File: src/rtl/mac_seg_tx_mon.sv
// MAC-side sink and statistics monitor for the F-Tile segmented TX interface.
// Optional length checking (runt/oversize counters) is enabled by defining MAC_SEG_TX_MON_LEN_CHECK_EN.
module mac_seg_tx_mon #(
    parameter int SEGMENTS      = 4,
    parameter int CNT_WIDTH     = 32,
    parameter int MAX_FRAME_LEN = 16383
) (
    input  logic                     CLK,
    input  logic                     RESET,
    input  logic [SEGMENTS*64-1:0]   SEG_DATA,
    input  logic [SEGMENTS-1:0]      SEG_INFRAME,
    input  logic [SEGMENTS*3-1:0]    SEG_EOP_EMPTY,
    input  logic [SEGMENTS-1:0]      SEG_ERROR,
    input  logic                     SEG_VALID,
    output logic                     SEG_READY,
    input  logic                     PAUSE,
    input  logic                     CNT_CLR,
    output logic                     FRAME_DONE,
    output logic [15:0]              FRAME_LEN,
    output logic                     FRAME_ERR,
    output logic [CNT_WIDTH-1:0]     FRAME_CNT,
    output logic [CNT_WIDTH-1:0]     BYTE_CNT,
    output logic [CNT_WIDTH-1:0]     ERR_CNT,
    output logic [CNT_WIDTH-1:0]     RUNT_CNT,
    output logic [CNT_WIDTH-1:0]     OVERSIZE_CNT
);

    localparam logic [31:0] MAX_LEN_C = 32'(MAX_FRAME_LEN);

    function automatic logic [CNT_WIDTH-1:0] sat_add(input logic [CNT_WIDTH-1:0] a,
                                                     input logic [15:0]          b);
        logic [CNT_WIDTH+16:0] s;
        s = {17'd0, a} + {{(CNT_WIDTH+1){1'b0}}, b};
        if (|s[CNT_WIDTH+16:CNT_WIDTH]) begin
            return '1;
        end else begin
            return s[CNT_WIDTH-1:0];
        end
    endfunction

    logic                 ready_q;
    logic                 last_inframe_q;
    logic [15:0]          acc_q, acc_d;
    logic                 done_q, done_d;
    logic [15:0]          len_q, len_d;
    logic                 err_q, err_d;
    logic [CNT_WIDTH-1:0] frame_cnt_q, frame_cnt_d;
    logic [CNT_WIDTH-1:0] byte_cnt_q, byte_cnt_d;
    logic [CNT_WIDTH-1:0] err_cnt_q, err_cnt_d;

    logic                 accept_s;
    logic                 prev_s;
    logic [16:0]          sum_s;
    logic                 eop_s;
    logic [15:0]          eop_len_s;
    logic                 eop_err_s;
    logic                 count_s;
    logic                 unused_s;

    assign accept_s = SEG_VALID & ready_q;
    assign count_s  = accept_s & eop_s & ~CNT_CLR;
    assign unused_s = ^{SEG_DATA, MAX_LEN_C};

    // Walk the segments in order, tracking SOP/body/EOP and the saturating length accumulator.
    always_comb begin
        acc_d     = acc_q;
        prev_s    = last_inframe_q;
        sum_s     = 17'd0;
        eop_s     = 1'b0;
        eop_len_s = 16'd0;
        eop_err_s = 1'b0;
        for (int i = 0; i < SEGMENTS; i++) begin
            if (SEG_INFRAME[i] && !prev_s) begin
                acc_d = 16'd8;
            end else if (SEG_INFRAME[i]) begin
                sum_s = {1'b0, acc_d} + 17'd8;
                acc_d = sum_s[16] ? 16'hFFFF : sum_s[15:0];
            end else if (prev_s) begin
                // The EOP segment carries data too; only its empty bytes are dropped.
                sum_s     = {1'b0, acc_d} + 17'd8 - {14'd0, SEG_EOP_EMPTY[3*i +: 3]};
                eop_len_s = sum_s[16] ? 16'hFFFF : sum_s[15:0];
                eop_s     = 1'b1;
                eop_err_s = SEG_ERROR[i];
                acc_d     = 16'd0;
            end else begin
                acc_d = acc_d;
            end
            prev_s = SEG_INFRAME[i];
        end
    end

    // Frame report and common statistics next-state; a clear overrides a same-cycle EOP.
    always_comb begin
        done_d      = accept_s & eop_s;
        len_d       = len_q;
        err_d       = err_q;
        frame_cnt_d = frame_cnt_q;
        byte_cnt_d  = byte_cnt_q;
        err_cnt_d   = err_cnt_q;
        if (accept_s && eop_s) begin
            len_d = eop_len_s;
            err_d = eop_err_s;
        end else begin
            len_d = len_q;
            err_d = err_q;
        end
        if (CNT_CLR) begin
            frame_cnt_d = '0;
            byte_cnt_d  = '0;
            err_cnt_d   = '0;
        end else if (count_s) begin
            frame_cnt_d = sat_add(frame_cnt_q, 16'd1);
            byte_cnt_d  = sat_add(byte_cnt_q, eop_len_s);
            err_cnt_d   = eop_err_s ? sat_add(err_cnt_q, 16'd1) : err_cnt_q;
        end else begin
            frame_cnt_d = frame_cnt_q;
        end
    end

    // State, report and counter registers.
    always_ff @(posedge CLK or posedge RESET) begin
        if (RESET) begin
            ready_q        <= 1'b0;
            last_inframe_q <= 1'b0;
            acc_q          <= 16'd0;
            done_q         <= 1'b0;
            len_q          <= 16'd0;
            err_q          <= 1'b0;
            frame_cnt_q    <= '0;
            byte_cnt_q     <= '0;
            err_cnt_q      <= '0;
        end else begin
            ready_q     <= ~PAUSE;
            done_q      <= done_d;
            len_q       <= len_d;
            err_q       <= err_d;
            frame_cnt_q <= frame_cnt_d;
            byte_cnt_q  <= byte_cnt_d;
            err_cnt_q   <= err_cnt_d;
            if (accept_s) begin
                last_inframe_q <= SEG_INFRAME[SEGMENTS-1];
                acc_q          <= acc_d;
            end
        end
    end

`ifdef MAC_SEG_TX_MON_LEN_CHECK_EN
    logic [CNT_WIDTH-1:0] runt_cnt_q, runt_cnt_d;
    logic [CNT_WIDTH-1:0] ovs_cnt_q, ovs_cnt_d;

    // Runt and oversize counter next-state.
    always_comb begin
        runt_cnt_d = runt_cnt_q;
        ovs_cnt_d  = ovs_cnt_q;
        if (CNT_CLR) begin
            runt_cnt_d = '0;
            ovs_cnt_d  = '0;
        end else if (count_s) begin
            runt_cnt_d = (eop_len_s < 16'd64) ? sat_add(runt_cnt_q, 16'd1) : runt_cnt_q;
            ovs_cnt_d  = ({16'd0, eop_len_s} > MAX_LEN_C) ? sat_add(ovs_cnt_q, 16'd1) : ovs_cnt_q;
        end else begin
            runt_cnt_d = runt_cnt_q;
        end
    end

    // Runt and oversize counter registers.
    always_ff @(posedge CLK or posedge RESET) begin
        if (RESET) begin
            runt_cnt_q <= '0;
            ovs_cnt_q  <= '0;
        end else begin
            runt_cnt_q <= runt_cnt_d;
            ovs_cnt_q  <= ovs_cnt_d;
        end
    end

    assign RUNT_CNT     = runt_cnt_q;
    assign OVERSIZE_CNT = ovs_cnt_q;
`else
    assign RUNT_CNT     = '0;
    assign OVERSIZE_CNT = '0;
`endif

    assign SEG_READY  = ready_q;
    assign FRAME_DONE = done_q;
    assign FRAME_LEN  = len_q;
    assign FRAME_ERR  = err_q;
    assign FRAME_CNT  = frame_cnt_q;
    assign BYTE_CNT   = byte_cnt_q;
    assign ERR_CNT    = err_cnt_q;

endmodule

File: config.mk
export PLATFORM = sky130hd
export DESIGN_NAME = mac_seg_tx_mon
export DESIGN_NICKNAME = d
export VERILOG_FILES = /design/src/rtl/mac_seg_tx_mon.sv
export SDC_FILE = /design/constraint.sdc
export NUM_CORES = 1
export LEC_CHECK = 0
export ABC_CLOCK_PERIOD_IN_PS = 21100
export CAP_MARGIN = 5
export CORE_AREA = 5 5 175 177
export CTS_CLUSTER_DIAMETER = 150
export DETAILED_ROUTE_END_ITERATION = 16
export DIE_AREA = 0 0 180 182
export GPL_TIMING_DRIVEN = 0
export MAX_ROUTING_LAYER = met4
export PLACE_DENSITY_LB_ADDON = 0.05
export RECOVER_POWER = 100
export SKIP_CTS_REPAIR_TIMING = 1
export SYNTH_ARGS = -nofsm -noshare
export SYNTH_HDL_FRONTEND = slang
export SYNTH_SLANG_ARGS = --single-unit
export TNS_END_PERCENT = 1
File: constraint.sdc
create_clock -name CLK -period 21.1 [get_ports CLK]
set_clock_uncertainty 0.05 [all_clocks]
set_input_delay 2.11 -clock CLK [delete_from_list [all_inputs] [get_ports CLK]]
set_output_delay 2.11 -clock CLK [all_outputs]
set_load 0.02 [all_outputs]
Word-level counts from Yosys, hierarchy flattened

Cells that the tools add are included.
Widths: inputs -> output; s select.

Flip-flop bits (word level): 132
Input port bits: 281
Output and inout bits: 179
Word-level logic and storage cells: 106

Add/sub/neg operators: 11
Reductions and logical operators: 15
Muxes and demuxes: 66
Bitwise logic cells: 5

Operators with widths:

| operator              | count |
|---|---|
| $mux 16               | 32 |
| $mux 32               | 10 |
| $add 16x4->17 const B | 4 |
| $sub 17x3->17         | 4 |
| $add 32x1->33 const B | 2 |
| $reduce_or 17->1      | 3 |
| $add 32x16->33        | 1 |
| $mux 1                | 24 |
| $logic_and 1x1->1     | 5 |
| $logic_not 1->1       | 4 |
| $reduce_bool 2->1     | 2 |
| $and 1x1->1           | 3 |
| $not 1->1             | 2 |
| $reduce_and 2->1      | 1 |

Depth between registers and ports, before layout

Gate-level depths: netlist of the first run.

Depth after elaboration: 23
Depth in mapped cells: 48
Mapped depth without buffers: 44

Worst setup path before layout of the first run

Ideal clock, no wire load.

Kind: in2reg
Start: input SEG_INFRAME[0]
End: register byte_cnt_q[30], in the netlist BYTE_CNT[30]
Library setup time: 136 ps
Data arrival time: 11,025 ps
Buffers on the path: 6
Stages: 44
Slack: 9,889 ps
Required time: 20,914 ps
Path through: buf_2 buf_2 buf_2 clkinv_1 o211a_1 inv_1 ha_1 and2_1 a21bo_2 nor4_1 xor2_1 a22o_1 o31ai_2 nand4_2 buf_2 o21ai_4 ha_1 inv_1 (+8 left out) a21oi_1 ha_1 nor2b_1 o21ai_0 a21oi_1 o21ai_0 a21oi_1 o21ai_0 a21oi_1 o21ai_0 a21oi_1 o21ai_0 a21oi_1 o31a_1 o2111ai_1 clkbuf_1 and4_1 nor3_1

Cells in the longest elaborated chain, start to end: 21
Elaborated cells on any way between the ends: 52
Those cells by class: add/sub: 7; mux: 38; bitwise: 2; reduce/logical: 5

Ends and longest elaborated chain:

| what                                                | line   | RTL |
|---|---|---|
| start: declaration                                  | 11     | `input logic [SEGMENTS-1:0] SEG_INFRAME,` |
| $mux 16 / $logic_and 1x1->1 (equally long branches) | 75, 73 |  |
| $mux 16                                             | 73     | `if (SEG_INFRAME[i] && !prev_s) begin` |
| $add 16x4->17                                       | 76, 80 |  |
| $mux 16                                             | 77     | `acc_d = sum_s[16] ? 16'hFFFF : sum_s[15:0];` |
| $mux 16                                             | 75     | `end else if (SEG_INFRAME[i]) begin` |
| $mux 16                                             | 73     |  |
| $add 16x4->17                                       | 76, 80 |  |
| $mux 16                                             | 77     |  |
| (+6 left out)                                       | n/a    |  |
| $mux 16                                             | 75     |  |
| $mux 16 (*)                                         | 73     |  |
| via eop_len_s[2]                                    | 55     | `logic [15:0] eop_len_s;` |
| $add 32x16->33 (*)                                  | 33     | `s = {17'd0, a} + {{(CNT_WIDTH+1){1'b0}}, b};` |
| $reduce_or 17->1                                    | 34     | `if (\|s[CNT_WIDTH+16:CNT_WIDTH]) begin` |
| $mux 32 (*)                                         | 34     |  |
| $mux 32 (*)                                         | 111    | `end else if (count_s) begin` |
| $mux 32 (*)                                         | 107    | `if (CNT_CLR) begin` |
| end signal: assignment                              | 138    | `byte_cnt_q <= byte_cnt_d;` |
| end: declaration                                    | 48     | `logic [CNT_WIDTH-1:0] byte_cnt_q, byte_cnt_d;` |

The timed path passes the listed nets; every way through them passes the cells marked *. The select of a mux whose other input is x is not followed.
A chain may end at the register's enable or synchronous reset.

Final worst setup path of the first run

Ends and elaborated chain as after synthesis.

==> run_results.csv, run 1 <==
group,metric,value,unit
outcome,outcome,"finished with violations",
outcome,violations,"max-capacitance violations, max-slew violations",
sta,finalSetupViolCount,0,
cts,clk_pin_slew_worst_paths,0.06,ns
logic_synthesis,synthCells,1648,
critical_path,crit_start,"SEG_INFRAME[0]",
drt,finalWirelength,50.32,mm
grt,grt_pass1_vias,12620,
critical_path,worstSetupPathType,"in2reg",
drt,wl_per_cell,22.13,um
logic_synthesis,synth_area_leader_cell,"dfrtp_1",
drt,via_count,13590,
cts,cts-root-buf,"clkbuf_16",
logic_synthesis,ys_top_cells_by_area,"dfrtp_1 26%, a21oi_1 5.6%, nor2_1 5.1%, buf_4 4.0%, nand2_1 3.9%",
sta,max_freq,63.44,MHz
sta,rsz0062_at_grt,"false",
sta,maxSlewHeadroom,-241.4,%
cts,clk_latency,0.43,ns
placement,portBuffers,137,
placement,dpl-instance-area,14750,um2
logic_synthesis,async_flop_share,100.0,%
placement,place.gp.congestion,1.001,
floorplan,rows,63,
critical_path,endpoint,"BYTE_CNT[30]",
critical_path,end_kind,"register",
cts,max-clock-path-buffers,2,
placement,dp_hpwl,39.02,mm
layout,area_delta_synth_final,21.19,%
grt,grt_max_degree,93,
cts,cts_tree,"done",
sta,period_share,74.71,%
sta,fin_tns_setup,0,ns
logic_synthesis,ys_warn_count,0,
critical_path,r2r-end,"BYTE_CNT[30]",
critical_path,cp_common_cell,"a21oi_1",
floorplan,die_h,182,um
layout,final_common_cell,"nor2_1",
floorplan,dieWidth,180,um
cts,cts_buffers,17,
power_and_ir_drop,irDropWorstVdd,0.04701,mV
layout,design_area,15280,um2
critical_path,path_max_fanout,10,
layout,layout_common_cells,"171 x nor2_1, 140 x a21oi_1, 132 x dfrtp_1, 132 x nand2_1, 119 x dlygate4sd3_1",
grt,grt_usage,30.51,%
cts,htree_levels,4,
min_path,hp-class,"reg2reg",
grt,antenna_found_initial,2,
drt,vias_per_cell,5.975,
cts,cts.sinks,132,
critical_path,r2r-start,"acc_q[4]",
critical_path,reg2reg_depth,43,
drt,drc,0,
drt,ant_nets,0,
logic_synthesis,synth-seq-cells,132,
grt,grt_pass1_wl,76.44,mm
layout,nets,2193,
floorplan,start_util,43.35,%
layout,fillers,2839,
drt,drt_iter0_markers,1471,
sta,fin_crit,15.76,ns
logic_synthesis,synth_top_area_share,26.20,%
sta,finalHoldViolations,0,
logic_synthesis,ys_types,102,
power_and_ir_drop,leakage,6.487,nW
critical_path,cpPeakStageDelay,0.91,ns
sta,holdWs,0.4543,ns
drt,first_pass_iters,5,
logic_synthesis,postSynthAreaPerCell,7.651,um2
job,drv_cap,2,
logic_synthesis,netlist_area,12610,um2
sta,worst_slew_pin_slew,5.121,ns
power_and_ir_drop,p_per_area,56.07,nW/um2
floorplan,ios,460,
critical_path,cp_slowest_cell,"o31ai_1",
critical_path,crit_required,21.33,ns
critical_path,start_kind,"primary input",
layout,drive_above_1_share,8.240,%
floorplan,core_region_area,29090,um2
logic_synthesis,seq_area_frac_synth,26.20,%
sta,final-max-slew-violation-count,135,
logic_synthesis,ys.flop_type,"dfrtp_1",
floorplan,die-area,32760,um2
critical_path,rrSetupSlack,8.04,ns
logic_synthesis,synth_edf_count,0,
critical_path,critPathArrivalTime,15.99,ns
grt,grt_overflow,0,
==> metal layers <==
metal,GRT usage [%],wire length (um),vias to the layer above
met4,9.326,1477,0
li1,-,-,6361
met5,-,0,-
met3,6.751,4397,91
met1,43.57,23560,6489
met2,43.10,20880,646
==> power breakdown <==
group / total [mW] / internal, mW / switching [mW]
registers: 0.278 / 0.267 / 0.0115
logic: 0.255 / 0.0896 / 0.165
clock network: 0.324 / 0.199 / 0.125
==> how the worst min path moves through the flow <==
stage,startpoint,slack [ns],cells after the start,to
6_report,FRAME_LEN[3],0.45,1,FRAME_LEN[3]
5_1_grt,FRAME_LEN[0],0.47,1,FRAME_LEN[0]
4_1_cts,FRAME_LEN[3],0.47,1,FRAME_LEN[3]
3_5_place_dp,FRAME_LEN[4],0.44,1,FRAME_LEN[4]
3_3_place_gp,FRAME_LEN[3],0.44,1,FRAME_LEN[3]
2_1_floorplan,acc_q[2],0.44,1,acc_q[2]
==> final cells by class <==
| cell class | instances | area (um2) | area share (%) |
|---|---|---|---|
| buffer | 158 | 872.1 | 5.707 |
| multi-input combinational | 1359 | 8369 | 54.77 |
| clock buffer | 17 | 425.4 | 2.784 |
| timing repair buffer | 139 | 1379 | 9.024 |
| tap | 390 | 488.0 | 3.194 |
| clock inverter | 14 | 201.4 | 1.318 |
| sequential | 132 | 3303 | 21.62 |
| antenna | 3 | 7.507 | 0.04913 |
| inverter | 62 | 234.0 | 1.531 |
==> synthesized netlist by cell type (all sizes together), types with 49 or more instances <==
master,number
dfrtp,132
a21oi,141
inv,60
nand2,133
xnor2,52
o21ai,105
buf,98
clkbuf,60
nand3,81
nor2,171
nor3,60
a211oi,49
==> registers in the layout, indices dropped and copies added (netlist names) <==
| signal | count |
|---|---|
| BYTE_CNT | 32 |
| ERR_CNT | 32 |
| FRAME_CNT | 32 |
| FRAME_LEN | 16 |
| acc_q | 16 |
| FRAME_DONE | 1 |
| FRAME_ERR | 1 |
| SEG_READY | 1 |
| last_inframe_q | 1 |
==> worst max-delay path: cells and delay by family <==
kind                       cells  cell delay [ns]
AOI/OAI and AO/OA             22             6.47
buffers and inverters          9             3.30
and+or+nand+nor                9             2.45
adders and majority gates      3             0.89
muxes                          1             0.46
xor gates and xnor gates       1             0.26
==> cell families after synthesis <==
group | Yosys count | synth area share, %
simple gates | 644 | 25.97
buf+inv | 220 | 8.852
compound gates | 487 | 25.54
fa+ha+maj | 43 | 4.565
flops | 132 | 26.20
xor+xnor | 96 | 6.728
other cells | 1 | 0.02974
mux | 25 | 2.114
==> stage by stage <==
stage / power [mW] / util [%] / cells / setup slack, ns
2_1_floorplan: 0.4482 / - / 1711 / 9.889
3_5_place_dp: 0.5373 / 50.71 / 2240 / 6.645
6_report: 0.8567 / 52.53 / 2274 / 5.337
5_1_grt: 0.8914 / 52.52 / 2273 / 4.485
3_3_place_gp: 0.5358 / 50.55 / 2238 / 6.762
4_1_cts: 0.8631 / 52.86 / 2271 / 6.967
(Power assumes the default switching activity.)
==> run 2: changes to the inputs <==
--- a/config.mk
+++ b/config.mk
@@ -5,12 +5,12 @@
 export SDC_FILE = /design/constraint.sdc
 export NUM_CORES = 1
 export LEC_CHECK = 0
-export ABC_CLOCK_PERIOD_IN_PS = 21100
+export ABC_CLOCK_PERIOD_IN_PS = 12900
 export CAP_MARGIN = 5
-export CORE_AREA = 5 5 175 177
+export CORE_MARGIN = 5
+export CORE_UTILIZATION = 42
 export CTS_CLUSTER_DIAMETER = 150
 export DETAILED_ROUTE_END_ITERATION = 16
-export DIE_AREA = 0 0 180 182
 export GPL_TIMING_DRIVEN = 0
 export MAX_ROUTING_LAYER = met4
 export PLACE_DENSITY_LB_ADDON = 0.05
==> constraint.sdc (replaced) <==
create_clock -name CLK -period 12.9 [get_ports CLK]
set_clock_uncertainty 0.05 [all_clocks]
set_input_delay 1.29 -clock CLK [delete_from_list [all_inputs] [get_ports CLK]]
set_output_delay 1.29 -clock CLK [all_outputs]
set_load 0.02 [all_outputs]
==> run_results.csv, run 2 (synthesized netlist as in run 1, its figures left out) <==
group,metric,value,unit
sta,maxSlewHeadroom,-243.5,%
cts,cts-root-buf,"clkbuf_16",
cts,htree_levels,4,
critical_path,cp.buffers_inverters,10,
placement,place.gp.congestion,1.005,
critical_path,r2r-end,"BYTE_CNT[28]",
floorplan,core_region_area,29640,um2
placement,pre_cts_slack,-0.8947,ns
critical_path,rrSetupSlack,1.62,ns
layout,area_delta_synth_final,22.87,%
grt,grt_max_degree,93,
min_path,min_delay_path_depth,1,
layout,fillers,2934,
drt,via_count,13870,
cts,max-clock-path-buffers,2,
critical_path,critPathArrivalTime,12.57,ns
layout,layout_common_cells,"170 x nor2_1, 140 x a21oi_1, 132 x dfrtp_1",
cts,cts_buffers,17,
sta,final-max-slew-violation-count,135,
sta,fin_crit,12.29,ns
power_and_ir_drop,leakage,6.584,nW
floorplan,die_h,183.3,um
critical_path,cp_slowest_cell,"clkdlybuf4s50_1",
grt,antenna_found_initial,0,
min_path,min-delay-start,"FRAME_LEN[6]",
sta,finalHoldViolations,0,
critical_path,crit_required,13.17,ns
drt,finalWirelength,51.01,mm
cts,cts_tree,"done",
grt,grt_pass1_vias,12680,
critical_path,start_kind,"primary input",
layout,nets,2200,
power_and_ir_drop,finalPower,1.407,mW
sta,worst_slew_pin_slew,5.152,ns
grt,grt_pass1_wl,76.81,mm
floorplan,start_util,42.54,%
cts,clk_latency,0.43,ns
drt,first_pass_iters,7,
critical_path,end_kind,"register",
grt,grt_overflow,0,
critical_path,r2r-start,"acc_q[5]",
floorplan,rows,63,
drt,vias_per_cell,6.085,
floorplan,die-area,33580,um2
cts,clk_pin_slew_worst_paths,0.07,ns
drt,drc,0,
outcome,outcome,"finished with violations",
placement,dp_hpwl,39.44,mm
power_and_ir_drop,irDropWorstVdd,0.08430,mV
critical_path,crit_family,"compound AO/OA/AOI/OAI gates",
sta,max_freq,81.35,MHz
drt,ant_nets,0,
critical_path,cp_common_cell,"a21oi_1",
sta,finalSetupViolCount,0,
outcome,violations,"max-capacitance violations, max-slew violations",
critical_path,worstSetupPathType,"in2reg",
placement,portBuffers,137,
job,drv_cap,2,
power_and_ir_drop,p_per_area,90.81,nW/um2
min_path,whs_endpoint,"FRAME_LEN[6]",
grt,grt_usage,30.11,%
floorplan,ios,460,
sta,fin_ws,0.6072,ns
drt,wl_per_cell,22.37,um
critical_path,reg2reg_depth,40,
critical_path,path_max_fanout,10,
sta,rsz0062_at_grt,"false",
floorplan,dieWidth,183.3,um
min_path,hp-class,"reg2reg",
sta,period_share,95.29,%
drt,drt_iter0_markers,1488,
cts,cts.sinks,132,
critical_path,cpPeakStageDelay,0.57,ns
layout,drive_above_1_share,9.899,%
layout,final_common_cell,"nor2_1",
==> run 2: cell types whose count changed in the layout (fill, tap and decap cells not counted), sizes merged, moves of 2 or more <==
| cell | change |
|---|---|
| inv | +4 |
| clkinvlp | +2 |
| diode | -2 |
| clkinv | -5 |
| buf | +9 |
==> run 2: final cells by class <==
type	instances	area, um2	share of cell area [%]
Sequential cell	132	3303	21.32
Clock inverter	14	190.2	1.228
Timing Repair Buffer	146	1431	9.239
Inverter	62	237.7	1.534
Tap cell	390	488.0	3.150
Buffer	158	885.9	5.718
Multi-Input combinational cell	1359	8524	55.02
Clock buffer	18	429.2	2.770
Antenna cell	1	2.502	0.01615
==> run 2: worst max path at each step <==
stage | from | end | slack (ns) | depth (start not counted)
6_report | SEG_INFRAME[0] | BYTE_CNT[28] | 0.61 | 49
5_1_grt | SEG_INFRAME[0] | BYTE_CNT[23] | 0.02 | 47
4_1_cts | SEG_INFRAME[0] | BYTE_CNT[30] | -0.51 | 45
3_5_place_dp | SEG_INFRAME[0] | BYTE_CNT[30] | -0.89 | 45
3_3_place_gp | SEG_INFRAME[0] | BYTE_CNT[30] | -0.92 | 45
2_1_floorplan | SEG_INFRAME[0] | BYTE_CNT[30] | 2.51 | 44
==> run 2: metrics by stage <==
step / hold WS [ns] / area (um2) / utilization, % / TNS [ns] / instances
finish: 0.4574 / 15490 / 52.27 / 0 / 2280
global route: 0.4849 / 15490 / 52.26 / 0 / 2279
CTS: 0.4713 / 15370 / 51.85 / -10.99 / 2272
detailed placement: 0.4471 / 14750 / 49.76 / -22.96 / 2240
global placement: 0.4432 / 14700 / 49.61 / -23.88 / 2238
floorplan: 0.4404 / 12840 / - / 0 / 1711
==> run 2: power breakdown <==
| group | leakage (nW) | internal [mW] | total (mW) | switching (mW) |
|---|---|---|---|---|
| sequential | 1.80 | 0.436 | 0.456 | 0.0200 |
| combinational | 4.49 | 0.150 | 0.420 | 0.270 |
| clock | 0.294 | 0.312 | 0.531 | 0.219 |
==> run 2: layer usage <==
layer  track usage, %  vias to the layer above  share of wire, %
met2            41.79                      729                41
met5                -                        -                 0
li1                 -                     6373                 -
met4            7.360                        0               2.5
met1            44.69                     6681                46
met3            6.129                       90               9.7
==> run 3: changes to the inputs <==
--- a/config.mk
+++ b/config.mk
@@ -11,11 +11,13 @@
 export CORE_UTILIZATION = 42
 export CTS_CLUSTER_DIAMETER = 150
 export DETAILED_ROUTE_END_ITERATION = 16
+export GPL_ROUTABILITY_DRIVEN = 0
 export GPL_TIMING_DRIVEN = 0
 export MAX_ROUTING_LAYER = met4
 export PLACE_DENSITY_LB_ADDON = 0.05
 export RECOVER_POWER = 100
 export SKIP_CTS_REPAIR_TIMING = 1
+export SKIP_LAST_GASP = 1
 export SYNTH_ARGS = -nofsm -noshare
 export SYNTH_HDL_FRONTEND = slang
 export SYNTH_SLANG_ARGS = --single-unit
==> run_results.csv, run 3 (synthesized netlist as in run 1, its figures left out) <==
group,metric,value,unit
critical_path,r2r-end,"BYTE_CNT[30]",
min_path,min-delay-start,"FRAME_LEN[6]",
critical_path,crit_required,13.14,ns
layout,seq_area,3303,um2
floorplan,start_util,42.54,%
placement,portBuffers,137,
drt,ant_nets,0,
cts,htree_levels,4,
drt,via_count,13890,
cts,clk_pin_slew_worst_paths,0.07,ns
layout,area_delta_synth_final,22.17,%
critical_path,cpPeakStageDelay,0.54,ns
cts,cts_tree,"done",
cts,clk_latency,0.44,ns
drt,finalWirelength,48.96,mm
sta,maxSlewHeadroom,-242.7,%
grt,antenna_found_initial,2,
layout,final_common_cell,"nor2_1",
floorplan,ios,460,
drt,first_pass_iters,6,
cts,cts-root-buf,"clkbuf_16",
critical_path,rrSetupSlack,1.55,ns
placement,dpl-instance-area,14750,um2
outcome,violations,"max-capacitance violations, max-slew violations",
sta,worst_slew_pin_slew,5.141,ns
floorplan,core_region_area,29640,um2
power_and_ir_drop,p_per_area,88.65,nW/um2
sta,fin_ws,0.5952,ns
critical_path,r2r-start,"acc_q[3]",
grt,grt_overflow,0,
layout,final_util,51.97,%
placement,dp_hpwl,37.47,mm
outcome,outcome,"finished with violations",
floorplan,die-area,33580,um2
sta,period_share,95.39,%
layout,fillers,2901,
min_path,whs_endpoint,"FRAME_LEN[6]",
floorplan,dieWidth,183.3,um
cts,cts_buffers,17,
critical_path,path_max_fanout,10,
job,drv_cap,2,
floorplan,rows,63,
sta,finalSetupViolCount,0,
power_and_ir_drop,leakage,6.537,nW
critical_path,cp_common_cell,"a21oi_1",
layout,multiInputGateArea,8477,um2
sta,fin_crit,12.30,ns
cts,cts.sinks,132,
sta,final-max-slew-violation-count,135,
sta,finalHoldViolations,0,
sta,max_freq,81.27,MHz
layout,drive_above_1_share,9.688,%
drt,vias_per_cell,6.090,
critical_path,cp_slowest_cell,"clkdlybuf4s50_1",
grt,grt_max_degree,92,
layout,design_area,15400,um2
layout,layout_common_cells,"171 x nor2_1, 140 x a21oi_1, 132 x dfrtp_1, 132 x nand2_1, 118 x dlygate4sd3_1",
sta,rsz0062_at_grt,"false",
grt,grt_usage,28.70,%
drt,drc,0,
grt,grt_pass1_vias,12570,
min_path,hp-class,"reg2reg",
placement,pre_cts_slack,-0.6528,ns
cts,max-clock-path-buffers,2,
power_and_ir_drop,irDropWorstVdd,0.09266,mV
drt,drt_iter0_markers,1588,
layout,nets,2200,
floorplan,die_h,183.3,um
critical_path,critPathArrivalTime,12.54,ns
critical_path,start_kind,"primary input",
min_path,min_delay_path_depth,1,
critical_path,end_kind,"register",
drt,wl_per_cell,21.46,um
critical_path,worstSetupPathType,"in2reg",
critical_path,reg2reg_depth,41,
grt,grt_pass1_wl,73.73,mm
[run 3: routing by layer]
layer  track usage, %  wire length (um)  vias up
met3            4.939              4637      113
met5                -                 0        -
met2            41.35             20790      795
li1                 -                 -     6398
met4            8.760              1506        0
met1            41.18             22030     6585
[run 3: power breakdown]
| part | switching (mW) | total (mW) | leakage [nW] | internal, mW |
|---|---|---|---|---|
| logic | 0.267 | 0.417 | 4.46 | 0.150 |
| registers | 0.0192 | 0.455 | 1.80 | 0.436 |
| clock network | 0.233 | 0.494 | 0.275 | 0.261 |
[run 3: worst max-delay path by stage]
stage / start / cells past startpoint / to / slack [ns]
floorplan: SEG_INFRAME[0] / 44 / BYTE_CNT[30] / 2.51
global placement: SEG_INFRAME[0] / 45 / BYTE_CNT[30] / -0.67
detailed placement: SEG_INFRAME[0] / 45 / BYTE_CNT[30] / -0.65
CTS: SEG_INFRAME[0] / 45 / BYTE_CNT[30] / -0.32
global route: SEG_INFRAME[0] / 48 / BYTE_CNT[17] / 0.03
finish: SEG_INFRAME[0] / 46 / BYTE_CNT[30] / 0.60
[run 3: worst max-delay path: cells and delay by family]
| family | cells | cell delay, ns |
|---|---|---|
| AO/OA/AOI/OAI | 21 | 4.84 |
| AND/OR/NAND/NOR | 10 | 2.67 |
| buffers and inverters | 10 | 2.37 |
| adder cells (fa/ha/maj) | 3 | 0.85 |
| multiplexers | 1 | 0.38 |
| XOR/XNOR | 1 | 0.12 |
[run 3: final cells by class]
cell class                 count  area share, %
sequential                   132          21.44
buffer                       158          5.751
inverter                      62          1.543
clock buffer                  18          2.851
tap                          390          3.168
antenna                        2        0.03249
clock inverter                14         0.8854
multi-input combinational   1359          55.03
timing repair buffer         146          9.292
[run 3: per-stage QoR]
stage          setup TNS [ns]  hold WS [ns]  total power, mW  cells
5_1_grt                     0        0.4794            1.422   2281
4_1_cts                -5.161        0.4614            1.367   2272
3_3_place_gp           -16.08        0.4437           0.8710   2238
3_5_place_dp           -15.90        0.4293           0.8745   2240
6_report                    0        0.4541            1.366   2281
2_1_floorplan               0        0.4404           0.7330   1711
